**config.mk**
```make
export PLATFORM = sky130hd
export DESIGN_NAME = rr_packet_arbiter
export DESIGN_NICKNAME = d
export VERILOG_FILES = /design/src/rtl/rr_packet_arbiter.sv
export SDC_FILE = /design/constraint.sdc
export NUM_CORES = 1
export LEC_CHECK = 0
export ABC_AREA = 1
export BUFFER_PORTS_ARGS = -buffer_cell sky130_fd_sc_hd__buf_2
export CAP_MARGIN = 20
export CORE_ASPECT_RATIO = 0.8
export CORE_MARGIN = 4
export CORE_UTILIZATION = 35
export CTS_CLUSTER_SIZE = 12
export DETAILED_ROUTE_END_ITERATION = 6
export PLACE_DENSITY = 0.91
export SLEW_MARGIN = 20
export SYNTH_ARGS = -nofsm -noshare
export SYNTH_HDL_FRONTEND = slang
export SYNTH_SLANG_ARGS = --single-unit
```
**constraint.sdc**
```tcl
create_clock -name clk -period 3.3 [get_ports clk]
set_input_delay 0.66 -clock clk [delete_from_list [all_inputs] [get_ports clk]]
set_output_delay 0.66 -clock clk [all_outputs]
set_load 0.02 [all_outputs]
```
**src/rtl/rr_packet_arbiter.sv**
```systemverilog
// rr_packet_arbiter: round-robin arbiter that holds one requester's grant until its packet's last beat
module rr_packet_arbiter #(
    parameter int N     = 4,
    parameter int NBITS = 32
) (
    input  logic               clk,
    input  logic               reset,
    input  logic [N-1:0]       req_valid,
    input  logic [N-1:0]       req_last,
    input  logic [N*NBITS-1:0] req_data,
    output logic [N-1:0]       req_ready,
    output logic               out_valid,
    output logic               out_last,
    output logic [NBITS-1:0]   out_data,
    input  logic               out_ready,
    output logic [N-1:0]       grant,
    output logic               locked
);
    localparam int W = (N > 1) ? $clog2(N) : 1;
    localparam logic [0:0] IDLE = 1'b0;
    localparam logic [0:0] LOCK = 1'b1;

    logic [0:0]   st;
    logic [W-1:0] ptr, owner, w;
    logic [N-1:0] scan;
    logic         found, xfer;

    // explicit wrap at N so non-power-of-2 N never relies on counter overflow
    function automatic logic [W-1:0] add_mod(input logic [W-1:0] a, input int k);
        return W'((int'(a) + k) % N);
    endfunction

    always_comb begin
        scan  = '0;
        found = 1'b0;
        for (int k = 0; k < N; k++) begin
            if (!found && req_valid[add_mod(ptr, k)]) begin
                scan[add_mod(ptr, k)] = 1'b1;
                found = 1'b1;
            end
        end
    end

    always_comb begin
        w = '0;
        for (int i = 0; i < N; i++)
            if (grant[i]) w = W'(i);
    end

    always_comb begin
        out_data = '0;
        for (int i = 0; i < N; i++)
            out_data = out_data | (req_data[i*NBITS +: NBITS] & {NBITS{grant[i]}});
    end

    assign grant     = reset ? '0 : (st == LOCK ? N'(1) << owner : scan);
    assign out_valid = |(grant & req_valid);
    assign out_last  = |(grant & req_last);
    assign req_ready = grant & {N{out_ready}};
    assign xfer      = out_valid & out_ready;
    assign locked    = (st == LOCK);

    always_ff @(posedge clk) begin
        if (reset) begin
            st    <= IDLE;
            ptr   <= '0;
            owner <= '0;
        end else if (xfer) begin
            if (out_last) begin
                st  <= IDLE;
                ptr <= add_mod(w, 1);
            end else if (st == IDLE) begin
                st    <= LOCK;
                owner <= w;
            end
        end
    end
endmodule

```
; Yosys cells after proc, flatten, opt, wreduce, memory -nomap -nowiden
; Cells that the tools add are included.
[classes]
n_div = 0
bitwise_logic = 16
n_reduce_logical = 14
n_eq_ne = 0
shifts = 1
n_mul = 0
muxes = 29
add_sub_neg = 4
n_lt_le_gt_ge = 8
[ops]
columns = operator, n
row1 = $and A32 B32 Y32, 4
row2 = $or A32 B32 Y32, 3
row3 = $mux W4, 6
row4 = $mux W1, 13
row5 = $and A4 B4 Y4, 3
row6 = $lt A2 B3 Y1 const B, 4
row7 = $or A4 B4 Y4, 3
row8 = $bmux W1 S2, 4
row9 = $demux W1 S2, 4
row10 = $ge A2 B1 Y1 const B, 4
row11 = $reduce_or A4 Y1, 2
row12 = $logic_and A1 B1 Y1, 7
row13 = $add A2 B1 Y2 const B, 2
row14 = $add A2 B2 Y2 const B, 2
row15 = $mux W2, 2
row16 = $shl A1 B2 Y4 const A, 1
row17 = $logic_not A1 Y1, 3
row18 = $reduce_and A3 Y1, 1
row19 = $not A1 Y1, 2
row20 = $reduce_and A2 Y1, 1
row21 = $and A1 B1 Y1, 1
[word_totals]
memories = 0
regBits = 5
latch_bits = 0
in_bits = 139
rom_bits = 0
ram_bits = 0

; Depth between registers and ports, before layout
; Gate-level depths: netlist of run 1.
[logic_depth]
ltp_word = 18
mapped_depth = 18

; Worst setup path before layout of run 1
; No wires, ideal clock.
[synth_path]
kind = reg-to-output
from = register ptr[1]
to = output port out_data[10]
required_time_ns = 2.640
t_arrival_ns = 2.230
path_buffers = 1
path_slack_ns = 0.410
stages_incl_launch_ff = 15
path_cell_list = dfxtp_1 > inv_1 > ha_1 > inv_1 > nand3_1 > nand2_1 > nand2_4 > nor2_4 > nand2_1 > nand3_2 > nand2_1 > inv_2 > buf_2 > nand2_1 > nand4_1
[synth_between]
word_cells_on_any_way = 56
cone_classes = add/sub (3) / order compare (8) / mux (25) / bitwise (10) / reduce/logical (10)
[synth_lines]
columns = element, line
row1 = from (decl), 24  ; logic [W-1:0] ptr, owner, w;
row2 = from (signal assigned), 71  ; ptr <= add_mod(w, 1);
row3 = branches (longest 11 deep; another with $lt A2 B3 Y1), -
row4 = $mux W4 *, 37  ; if (!found && req_valid[add_mod(ptr, k)]) begin
row5 = $mux W4 * (2 in series), 56  ; assign grant = reset ? '0 : (st == LOCK ? N'(1) << owner : scan);
row6 = named net grant[2], 16  ; output logic [N-1:0] grant,
row7 = $and A32 B32 Y32 *, 53  ; out_data = out_data | (req_data[i*NBITS +: NBITS] & {NBITS{grant[i]}});
row8 = $or A32 B32 Y32 * (2 in series), 53
row9 = to (decl), 14  ; output logic [NBITS-1:0] out_data,
; Mark *: on every way through the listed nets, which the timed path passes. The select of a mux whose other input is x is not followed.

; Final worst setup path of run 1
[layout_path]
from = register ptr[0]
to = output port out_data[16]
[layout_between]
elab_chain_cells = 18
word_cells_on_any_way = 56
cone_classes = add/sub (3) / order compare (8) / mux (25) / bitwise (10) / reduce/logical (10)
[layout_rtl]
columns = element, line
row1 = branches (longest 11 deep; another with $lt A2 B3 Y1), -
row2 = $mux W4 *, 37
row3 = $mux W4 * (2 in series), 56
row4 = $and A32 B32 Y32, 53
row5 = $or A32 B32 Y32 (2 in series), 53
row6 = $or A32 B32 Y32 *, 53
; Mark *: on every way between the ends. The select of a mux whose other input is x is not followed.

==> impl_metrics.yaml, run 1 <==
timing:
  hold_viol: 0
  slew_headroom: 0.773
  slew_violations: 0
  rsz0062_at_grt: "no"
  fin_worst_skew_ns: 0.000757
  timing.fmax_mhz: 329
  finalCritPeriodShare: 0.922
  fin_setup_tns_ns: 0
  min_period_ns: 3.04
  tightest_slew_ns: 0.341
  finalSetupViolations: 0
die:
  start_util: 0.377
  fp.coreArea_sq_um: 4340
  dieWidth_microns: 84.4
  fp.dieArea_sq_um: 5830
  num_rows: 21
  die_h_microns: 69.1
  num_io_pins: 182
critical_path:
  startpoint_type: "flop"
  worstSetupEndpointType: "output pin"
  arrival_ns: 2.38
  worst-setup-path-type: "flop to output pin"
  worstPathRequired_ns: 2.64
  critPathMaxFanout: 22
  ff2ff_setup_slack_ns: 1.04
clocking:
  clkLatencyLatePin_ns: 0.22
  clk_pin_slew_ns: 0.04
  clockBufferDepth: 2
  cts_tree: "built"
  cts_resized: 0
  clock_sinks: 5
  numCtsBuffers: 3
  post_cts_buffers: 0
  clockRootBuffer: "clkbuf_8"
  hold_buffers: 0
  cts_max_level: 1
power_and_ir_drop:
  swShare: 0.563
  power_density_nw_per_um2: 405
  p_clk_frac: 0.101
  vdd_drop_max_mv: 0.323
  netSwitchingPower_mw: 0.624
  p_leak_nw: 1.60
  p_comb_frac: 0.829
  power.sequential.fraction: 0.070
  p_int_mw: 0.485
grt:
  grt_max_degree: 34
  grtUsageTotal: 0.262
  grt_antenna_before_repair: 0
  grt_pass1_wl_mm: 12.8
  overflow: 0
  grt_pass1_vias: 2710
finish:
  nNetsFinal: 659
  diodes: 0
  final_cells: 568
  mostFrequentLayoutCells: "buf_2 (181), nand2_1 (173), nand4_1 (32)"
  utilization: 0.632
  drive_above_1_share: 0.436
  layout_commonest_cell: "buf_2"
  syn_to_final_growth_pct: 67.8
logic_synthesis:
  ys_warn_count: 0
  synth.area.top_cells: "nand2_1 (40%), nand4_1 (12%), nand3_1 (7.4%)"
  synth_top_cell_by_area: "nand2_1"
  synth.avg_cell_area_sq_um: 4.95
  synth_area_sq_um: 1630
  yosys.area.top_type_share: 0.400
  synthesis.nets: 477
  synthCells: 330
  synth_seq_cells: 5
  ys_seq_area_frac: 0.0613
  yosysUniqueCellTypes: 18
placed_design:
  port_buffers: 181
  post-place-cells: 563
  dp_hpwl_mm: 6.89
  gp_congestion: 1.12
detailed_routing:
  firstDrtPassIters: 6
  drc_errors: 0
  vias_per_cell: 5.15
  wl_per_cell_microns: 14.5
  wirelength_mm: 8.23
  antenna_left: 0
  drtIter0Drc: 187
  num_vias: 2928
worst_hold_path:
  holdCritPathClass: "flop to flop"
run:
  drv_cap: 0
status:
  run_status: "finished, final reports clean"
-- worst max-delay path, cell delays in order, from the launching register on --
cell and delay, ns:
dfxtp_1 0.36, inv_4 0.09, ha_4 0.29, inv_1 0.06
nand3_1 0.08, nand2_1 0.06, nand2_2 0.10, nor2_1 0.05
nor2_1 0.13, nand3_2 0.12, nand2_2 0.14, clkinv_4 0.12
buf_12 0.17, nand2_1 0.06, nand4_1 0.12, buf_2 0.19
-- routing by layer --
metal / part of all wire / vias up / wire (microns) / track usage
li1: - / 1422 / - / -
met1: 0.36 / 1287 / 2990 / 0.303
met2: 0.52 / 205 / 4280 / 0.492
met3: 0.10 / 14 / 861 / 0.0583
met4: 0.013 / 0 / 108 / 0.0510
met5: 0 / - / 0 / 0
-- sequential cells by signal, indices dropped and copies added, names as in the netlist --
name / cells
locked: 1
owner: 2
ptr: 2
-- cells in the mapped netlist, drive strengths merged --
library cell,n
nand4,32
ha,8
dfxtp,5
a21oi,8
nand3,31
inv,26
nor2,25
buf,13
nand2,182
-- final cells by class --
| cell class | count | area [sq um] |
|---|---|---|
| clock buffers | 4 | 45.0 |
| multi-input cells | 286 | 1380 |
| fillers | 414 | 1600 |
| inverters | 26 | 108 |
| repair buffers | 190 | 1040 |
| flip-flops and latches | 5 | 100 |
| well taps | 57 | 71.3 |
-- worst paths after layout --
| path | from | end | cells after the start |
|---|---|---|---|
| max | ptr[0] | out_data[16] | 15 |
| min | owner[1] | owner[1] | 2 |
| max reg2reg | ptr[0] | ptr[0] | 17 |
| min reg2reg | owner[1] | owner[1] | 2 |
-- through the flow --
stage	power (mW)	cell area [sq um]	setup WS (ns)	hold slack, ns
after global placement	0.950	2640	0.322	0.506
after detailed placement	0.968	2640	0.258	0.513
after CTS	1.08	2690	0.0817	0.518
after global routing	1.20	2740	0.0607	0.574
final	1.11	2740	0.259	0.517
after floorplan	0.638	1630	0.410	0.491
-- power by group through the flow --
| stage | Clock [mW] | Combinational, mW | Sequential (mW) |
|---|---|---|---|
| finish | 0.112 | 0.920 | 0.0778 |
| floorplan | 0 | 0.557 | 0.0806 |
| detailed placement | 0 | 0.889 | 0.0783 |
| CTS | 0.113 | 0.891 | 0.0774 |
| global route | 0.120 | 1.00 | 0.0789 |
| global placement | 0 | 0.872 | 0.0778 |
-- cell families after synthesis --
kind of cell,count (synthesis),synth area share
AND/OR/NAND/NOR,270,0.750
buffers and inverters,39,0.103
AO/OA/AOI/OAI,8,0.0245
adder cells (fa/ha/maj),8,0.0613
flip-flops,5,0.0613
(Power assumes the default switching activity.)
==> run 2: changes to the inputs <==
- CORE_ASPECT_RATIO: 0.8 -> 1.4
- RECOVER_POWER: default -> 25
==> impl_metrics.yaml, run 2 (same netlist as run 1, synthesis figures left out) <==
detailed_routing:
  wirelength_mm: 8.48
  num_vias: 2921
  antenna_left: 0
  drc_errors: 0
  wl_per_cell_microns: 14.8
  firstDrtPassIters: 5
  vias_per_cell: 5.10
  drtIter0Drc: 180
die:
  num_rows: 29
  fp.coreArea_sq_um: 4540
  num_io_pins: 182
  fp.dieArea_sq_um: 5840
  die_h_microns: 88.8
  start_util: 0.360
  dieWidth_microns: 65.7
placed_design:
  gp_congestion: 0.916
  dp_hpwl_mm: 6.98
  port_buffers: 181
  post-place-cells: 566
grt:
  grt_antenna_before_repair: 1
  grtUsageTotal: 0.252
  grt_pass1_vias: 2564
  grt_pass1_wl_mm: 11.6
  overflow: 0
  grt_max_degree: 34
critical_path:
  arrival_ns: 2.44
  worstPathRequired_ns: 2.64
  startpoint_type: "flop"
  critPathMaxFanout: 33
  worstSetupEndpointType: "output pin"
  worst-setup-path-type: "flop to output pin"
finish:
  nNetsFinal: 659
  diodes: 0
  final_cells: 573
  regArea_sq_um: 100
  syn_to_final_growth_pct: 68.1
  mostFrequentLayoutCells: "nand2_1 (174), buf_2 (173), nand4_1 (32)"
  multi_input_comb_area_sq_um: 1370
  layout_commonest_cell: "nand2_1"
  nFillCells: 414
  drive_above_1_share: 0.419
clocking:
  numCtsBuffers: 3
  cts_tree: "built"
  clockBufferDepth: 2
  clock_sinks: 5
  clk_pin_slew_ns: 0.03
  clockRootBuffer: "clkbuf_8"
  clkLatencyLatePin_ns: 0.22
  hold_buffers: 0
  cts_max_level: 1
timing:
  hold_viol: 0
  finalCritPeriodShare: 0.938
  rsz0062_at_grt: "no"
  min_period_ns: 3.10
  fin_worst_skew_ns: 0.000134
  slew_violations: 0
  timing.fmax_mhz: 323
  finalSetupViolations: 0
  tightest_slew_ns: 0.310
  fin_setup_tns_ns: 0
  slew_headroom: 0.793
power_and_ir_drop:
  vdd_drop_max_mv: 0.298
  p_leak_nw: 1.57
  power_density_nw_per_um2: 410
worst_hold_path:
  holdCritPathClass: "flop to flop"
run:
  drv_cap: 0
status:
  run_status: "finished, final reports clean"
==> run 2: cell types whose count changed in the layout (fill, tap and decap cells not counted), sizes merged <==
cell    previous run  this run
clkinv             1         0
buf              189       181
clkbuf             5        13
inv               25        26
==> run 2: worst paths after layout <==
kind	from	endpoint	slack, ns	depth (start not counted)
max	ptr[0]	out_data[17]	0.20	15
min	owner[1]	owner[1]	0.54	2
max reg2reg	ptr[0]	ptr[1]	1.05	17
min reg2reg	owner[1]	owner[1]	0.54	2
==> run 2: what timing repair did <==
action	4_1_cts	5_1_grt
setup endpoints to repair	0	32
buffers inserted	0	1
gates resized for setup	0	5
==> run 2: per-layer routing <==
| layer | vias to the layer above | wire length, microns | GRT usage |
|---|---|---|---|
| li1 | 1424 | - | - |
| met1 | 1287 | 3190 | 0.295 |
| met2 | 190 | 4150 | 0.453 |
| met3 | 18 | 1050 | 0.0762 |
| met4 | 2 | 93 | 0.0434 |
| met5 | - | 7 | 0 |
==> run 2: cell type report <==
type	instances	area share
multi-input cells	286	0.498
repair buffers	190	0.383
inverters	26	0.0374
flip-flops and latches	5	0.0365
well taps	62	0.0283
clock buffers	4	0.0164
==> run 2: stage by stage <==
stage          utilization  hold WS [ns]  total power, mW  instance area [sq um]  setup WS [ns]
5_1_grt              0.605         0.557             1.21                   2750         0.0415
6_report             0.605         0.539             1.13                   2750          0.204
4_1_cts              0.593         0.537             1.09                   2690         0.0900
3_5_place_dp         0.583         0.515            0.973                   2640          0.238
3_3_place_gp         0.583         0.505            0.960                   2640          0.311
2_1_floorplan            -         0.491            0.638                   1630          0.410
==> run 2: where the power goes <==
| group | switching [mW] | total, mW | internal, mW |
|---|---|---|---|
| Sequential | 0.00939 | 0.0782 | 0.0688 |
| Clock | 0.0309 | 0.114 | 0.0830 |
| Combinational | 0.594 | 0.934 | 0.340 |
==> run 2: critical path: stages (launching register included) <==
cell     delay, ns
dfxtp_1       0.36
inv_4         0.09
ha_4          0.26
inv_1         0.08
nand3_1       0.09
nand2_1       0.11
nand2_4       0.07
nor2_4        0.14
nand2_1       0.06
nand3_1       0.15
nand2_2       0.12
inv_2         0.09
buf_12        0.17
nand2_1       0.08
nand4_1       0.13
buf_2         0.18
